[src/rtl/pool2d_stream.sv]
// Streaming KxK non-overlapping pooling (max or sum/average) over a raster pixel stream.
// Optional POOL_AVG_EN: sum mode emits the truncating window average instead of the wrapping sum.
module pool2d_stream #(
   parameter int DATA_W = 16,
   parameter int IMG_W  = 28,
   parameter int IMG_H  = 28,
   parameter int K      = 2
) (
   input  logic              clk,
   input  logic              rst,
   input  logic              ce,
   input  logic              mode,
   input  logic              in_valid,
   input  logic [DATA_W-1:0] in_data,
   output logic              in_ready,
   output logic              out_valid,
   output logic [DATA_W-1:0] out_data,
   output logic              out_last,
   input  logic              out_ready
);

   localparam int LOG2K = (K == 4) ? 2 : 1;
   localparam int ACC_W = DATA_W + 2 * LOG2K;
   localparam int NBUF  = IMG_W / K;
   localparam int COL_W = (IMG_W > 1) ? $clog2(IMG_W) : 1;
   localparam int ROW_W = (IMG_H > 1) ? $clog2(IMG_H) : 1;
   localparam int IDX_W = (NBUF > 1) ? $clog2(NBUF) : 1;

   generate
      if (!(K == 2 || K == 4)) begin : g_bad_k
         $error("pool2d_stream: K must be 2 or 4");
      end
      if ((IMG_W % K) != 0 || (IMG_H % K) != 0) begin : g_bad_dim
         $error("pool2d_stream: IMG_W and IMG_H must be multiples of K");
      end
   endgenerate

   function automatic logic [ACC_W-1:0] combine(input logic m, input logic [ACC_W-1:0] a,
                                               input logic [ACC_W-1:0] b);
      return m ? ((a > b) ? a : b) : a + b;
   endfunction

   logic [COL_W-1:0]  col;
   logic [ROW_W-1:0]  row;
   logic              mode_q;
   logic [ACC_W-1:0]  h_acc;
   logic [ACC_W-1:0]  row_buf [NBUF];

   logic              accept, drain, first_pix, mode_eff, grp_end, win_end, col_end, row_end;
   logic [LOG2K-1:0]  grp_pos, row_pos;
   logic [IDX_W-1:0]  idx;
   logic [ACC_W-1:0]  px, h_next, buf_rd, win_res;
   logic [DATA_W-1:0] res_fmt;

   // Handshake: a beat moves on either side only in a cycle where valid && ready;
   // the output register is one deep, so input stalls exactly while a result waits.
   assign in_ready = ce && (!out_valid || out_ready);
   assign accept   = in_valid && in_ready;
   assign drain    = out_valid && out_ready;

   always_comb begin
      first_pix = (col == '0) && (row == '0);
      mode_eff  = first_pix ? mode : mode_q;
      grp_pos   = col[LOG2K-1:0];
      row_pos   = row[LOG2K-1:0];
      grp_end   = (grp_pos == LOG2K'(K - 1));
      win_end   = grp_end && (row_pos == LOG2K'(K - 1));
      col_end   = (col == COL_W'(IMG_W - 1));
      row_end   = (row == ROW_W'(IMG_H - 1));
      idx       = IDX_W'(col >> LOG2K);
      px        = ACC_W'(in_data);
      h_next    = (grp_pos == '0) ? px : combine(mode_eff, h_acc, px);
      buf_rd    = row_buf[idx];
      win_res   = combine(mode_eff, buf_rd, h_next);
      res_fmt   = win_res[DATA_W-1:0];
`ifdef POOL_AVG_EN
      if (!mode_eff) res_fmt = DATA_W'(win_res >> (2 * LOG2K));
`endif
   end

   always_ff @(posedge clk or posedge rst) begin
      if (rst) begin
         col       <= '0;
         row       <= '0;
         mode_q    <= 1'b0;
         h_acc     <= '0;
         out_valid <= 1'b0;
         out_data  <= '0;
         out_last  <= 1'b0;
      end else begin
         if (drain) out_valid <= 1'b0;
         if (accept) begin
            if (first_pix) mode_q <= mode;
            h_acc <= h_next;
            if (col_end) begin
               col <= '0;
               row <= row_end ? '0 : row + 1'b1;
            end else begin
               col <= col + 1'b1;
            end
            // A completing pixel replaces any result draining this same cycle.
            if (win_end) begin
               out_valid <= 1'b1;
               out_data  <= res_fmt;
               out_last  <= row_end && col_end;
            end
         end
      end
   end

   // Partial column results for the current band of K rows; never read before written.
   always_ff @(posedge clk) begin
      if (accept && grp_end && !win_end)
         row_buf[idx] <= (row_pos == '0) ? h_next : combine(mode_eff, buf_rd, h_next);
   end

endmodule

[config.mk]
export PLATFORM = sky130hd
export DESIGN_NAME = pool2d_stream
export DESIGN_NICKNAME = d
export VERILOG_FILES = /design/src/rtl/pool2d_stream.sv
export SDC_FILE = /design/constraint.sdc
export NUM_CORES = 1
export LEC_CHECK = 0
export ABC_AREA = 1
export CAP_MARGIN = 25
export CORE_MARGIN = 2
export CORE_UTILIZATION = 60
export CTS_BUF_LIST = sky130_fd_sc_hd__clkbuf_8
export DETAILED_ROUTE_END_ITERATION = 8
export DONT_BUFFER_PORTS = 1
export PLACE_DENSITY_LB_ADDON = 0.08
export SYNTH_ARGS = -nofsm -noshare
export SYNTH_HDL_FRONTEND = slang
export SYNTH_SLANG_ARGS = --single-unit
[constraint.sdc]
create_clock -name clk -period 10.3 [get_ports clk]
set_clock_uncertainty 0.15 [all_clocks]
set_input_delay 2.06 -clock clk [delete_from_list [all_inputs] [get_ports clk]]
set_output_delay 2.06 -clock clk [all_outputs]
set_load 0.01 [all_outputs]
Word level (Yosys, flattened, before mapping)
Memory sizes are Yosys's and may differ from the RTL's.
Cells that the tools add are included.
- add/subtract/negate cells: 4
- $lt $le $gt $ge: 2
- eq/ne operators: 2
- muxes and demuxes: 14
- reduce and logical (&&, ||, !) cells: 15
- operator list (kind ; count):
    18-bit 2-to-1 mux ; 6
    18-bit by 16-bit adder with 18-bit output ; 1
    18-bit adder ; 1
    18-bit by 16-bit > comparator with 1-bit output ; 1
    18-bit > comparator ; 1
    5-bit by 1-bit adder with 5-bit output, second input constant ; 2
    5-bit == test, second input constant ; 2
    5-bit logical NOT ; 2
    5-bit 2-to-1 mux ; 2
    1-bit logical AND ; 8
    1-bit 2-to-1 mux ; 6
    2-bit AND reduction ; 2
    1-bit logical NOT ; 2
    1-bit logical OR ; 1
- register bits after elaboration: 47
- RAM bits: 252
- input port bits: 22
- output and inout port bits: 19
- logic and storage cells: 45
- memories: 1
- memories (memory ; depth ; width ; read ports ; clocked after Yosys merged registers in ; write ports ; RTL line ; text):
    row_buf ; 14 ; 18 ; 1 ; 0 ; 1 ; 47 ; logic [ACC_W-1:0] row_buf [NBUF];

Depth between registers and ports, before layout
- depth in word-level cells: 9
- depth in mapped cells: 33
- mapped depth without buffers: 30

Worst setup path after synthesis
Ideal clock, no wire load.
- kind: in2reg
- from: input port in_data[13]
- to: memory row_buf[0][14] (netlist name), data pin
- setup time: 311 ps
- data arrival time: 5274 ps
- data required time: 9839 ps
- slack: 4565 ps
- stages on the path: 26
- path buffers: 1
- cell sequence: inv_1 > ha_1 > nand2_1 > clkinv_1 > nand3_2 > nor2_4 > nand3_2 > nand3_4 > nand2_4 > buf_6 > nand2_1 > nand3_1 > nand3_1 > nand2_1 > ha_1 > fa_1 > nand3_1 > nand2_1 > nand3_1 > nand3_1 > a21o_1 > or2_2 > nand3_1 > nand2_1 > nand2_1 > nand2_1
- cells in the longest elaborated chain, start to end: 8
- elaborated cells on any way between the ends: 10
- classes of those cells: 2 x add/sub; 2 x order compare; 6 x mux
- ends and longest elaborated chain (item ; RTL line ; text):
    start: declaration ; 14 ; input logic [DATA_W-1:0] in_data,
    18-bit by 16-bit > comparator with 1-bit output (*) ; 40 ; return m ? ((a > b) ? a : b) : a + b;
    18-bit 2-to-1 mux (*) (2 in series) ; 40 ;
    18-bit 2-to-1 mux (*) ; 72 ; h_next = (grp_pos == '0) ? px : combine(mode_eff, h_acc, px);
    named net h_next[0] ; 52 ; logic [ACC_W-1:0] px, h_next, buf_rd, win_res;
    18-bit > comparator ; 40 ;
    18-bit 2-to-1 mux ; 40 ;
    18-bit 2-to-1 mux (*) ; 40 ;
    18-bit 2-to-1 mux (*) ; 114 ; row_buf[idx] <= (row_pos == '0) ? h_next : combine(mode_eff, buf_rd, h_next);
    end: declaration ; 47 ;
Mark *: on every way through the listed nets, which the timed path passes. The rest lies on a longest branch.

Worst setup path in the final report
- from: input port in_data[12]
- to: memory row_buf[13][8] (netlist name), data pin
- cells in the longest elaborated chain, start to end: 8
- elaborated cells on any way between the ends: 10
- classes of those cells: 2 x add/sub; 2 x order compare; 6 x mux
- ends and longest elaborated chain (item ; RTL line):
    18-bit by 16-bit > comparator with 1-bit output ; 40
    18-bit 2-to-1 mux (2 in series) ; 40
    18-bit 2-to-1 mux (*) ; 72
    18-bit > comparator ; 40
    18-bit 2-to-1 mux (2 in series) ; 40
    18-bit 2-to-1 mux (*) ; 114
Mark *: on every way between the ends. The rest lies on a longest branch, timed or not.

==> impl_metrics.yaml <==
global_routing:
  grt_pass1_vias: 11400
  grt_max_degree: 51
  grt_overflow: 0
  grtUsageTotal_pct: 33.0
  grt_pass1_wl_mm: 66.1
  grt_antenna_before_repair: 0
cells_and_area:
  final_cell_mix: "nand2_1 (412), edfxtp_1 (252), inv_1 (155)"
  syn_to_final_growth_pct: 8.19
  final_common_cell: "nand2_1"
  antenna_cells: 0
  layout.nets: 1696
  layout.cells.non_filler: 1967
  drive_gt1_share_pct: 10.3
cts:
  cts_sinks: 299
  path_clk_slew_ps: 60
  root_buffer: "clkbuf_8"
  cts_resized: 0
  cts_made_buffers: 48
  cts_tree: "built"
  clock_latency_ps: 580
  htreeDepth: 2
  clockBufferDepth: 3
  cts_setup_buffers: 0
  cts_hold_buffers: 0
timing:
  fin_hold_ws_ps: 397
  timing.max_slew.rel_slack_pct: 41.8
  period_share_pct: 62.9
  finalHoldViolCount: 0
  grt_setup_unrepaired: "false"
  setup_violations: 0
  final_max_slew_viol_count: 0
  max_freq_ghz: 0.154
  period_minus_slack_ps: 6480
  worstMarginPinSlew_ps: 870
  finalSetupTns_ps: 0
worst_setup_path:
  cp_max_fo: 36
  max_stage_delay_ps: 470
  worst_path_most_repeated_cell: "nand2_1"
  cp_slowest_cell: "nor4_1"
  critPathLaunchType: "input port"
  arrival_ps: 6530
  worstSetupEndpointType: "flop"
  crit_type: "in2reg"
  required_ps: 10350
yosys:
  yosysWarnings: 0
  synth_edf_count: 252
  synth_area_leaders: "edfxtp_1 (49%), nand2_1 (9.9%), dfrtp_1 (7.6%)"
  yosysTopAreaCellShare_pct: 48.6
  yosysSeqAreaShare_pct: 56.2
  postSynthCellCount: 1583
  synthesis.nets: 1679
  synth-main-ff-cell: "edfxtp_1"
  async_flop_share_pct: 15.7
  syn_area_um2: 15600
  synth_area_leader_cell: "edfxtp_1"
  syn_area_per_cell_um2: 9.83
  ys_types: 49
  synth_seq_cells: 299
floorplan:
  core_area_um2: 25300
  die_y_um: 165
  ios: 41
  die_w_um: 165
  die-area_um2: 27200
  start_util_pct: 61.4
  rows: 58
outcome:
  status: "complete, no violations"
route:
  dr_total_vias: 12000
  wire_per_inst_um: 22.4
  avgViaCountPerCell: 6.10
  routed_wl_mm: 44.1
  ant_nets: 0
  drcViolationCount: 0
  drtIter0Drc: 1377
  drt-pass1-iter-count: 7
placement:
  dp_hpwl_mm: 29.3
  placed_cells: 1879
  gp_congestion: 0.974
  portBuffers: 0
job:
  maxCapViolCount: 0
min_path:
  hold_class: "reg2reg"
sequential cells by signal (all words and copies together), names as in the netlist:
signal and cells:
out_last 1, col 5, h_acc 18, out_valid 1
row_buf 252, mode_q 1, out_data 16, row 5
layout make-up:
cell class / instances / area (um2)
clock buffer: 52 / 716
inverter: 159 / 599
sequential: 299 / 8740
clock inverter: 35 / 184
fill: 1985 / 8490
multi-input combinational: 1065 / 5940
tap: 330 / 413
timing repair buffer: 27 / 235
cell families (layout without fill, tap and decap cells):
family	Yosys count	after routing	share of synthesized area, %
simple gates	677	677	18.9
flops	299	299	56.2
xor+xnor	4	4	0.225
compound gates	310	310	12.7
buf+inv	219	273	5.94
fa+ha+maj	74	74	6.05
synthesized netlist by cell type, drive strengths merged (3+ instances only):
| cell type | number |
|---|---|
| nand3 | 105 |
| xor2 | 3 |
| nand4 | 10 |
| o211ai | 5 |
| edfxtp | 252 |
| nor2 | 86 |
| buf | 44 |
| clkbuf | 16 |
| inv | 155 |
| a21oi | 80 |
| o2111ai | 11 |
| or2 | 12 |
| clkinv | 4 |
| nor3 | 17 |
| o211a | 7 |
| nand3b | 5 |
| nand2 | 429 |
| ha | 72 |
| nor4 | 5 |
| nor3b | 6 |
| o21ai | 85 |
| o21bai | 3 |
| a21o | 7 |
| dfrtp | 47 |
| a22oi | 108 |
per-layer routing:
layer  wire length (um)  global-route usage (%)  part of all wire [%]
met1              18400                    47.3                    42
met2              20200                    51.8                    46
met3               4060                    5.12                   9.2
met4               1440                    11.1                   3.3
met5                  0                       0                     0
final timing paths:
path | startpoint | to | slack (ps) | depth (start not counted)
worst max-delay path | in_data[12] | row_buf[13][8] | 3820 | 26
worst min-delay path | out_data[15] | out_data[15] | 400 | 2
worst max register to register | col[0] | row_buf[13][8] | 4280 | 24
worst min register to register | out_data[15] | out_data[15] | 400 | 2
max in group asynchronous | rst | col[0] | 8360 | 2
min in group asynchronous | rst | out_data[14] | 1130 | 1
worst max-delay path, delay by kind of cell:
kind,cells,cell delay [ps]
fa+ha+maj,2,750
buf+inv,4,300
simple gates,17,2870
compound gates,3,530
through the flow:
stage | instance area [um2] | util, % | setup slack [ps]
floorplan | 15600 | - | 4570
global placement | 15900 | 62.7 | 3480
detailed placement | 15900 | 62.8 | 3360
CTS | 16800 | 66.4 | 3780
global route | 16800 | 66.5 | 3480
finish | 16800 | 66.5 | 3820
Power is left out: the tool's default activity adds up to more than one toggle a clock period on the data nets, which glitch-free logic cannot reach.
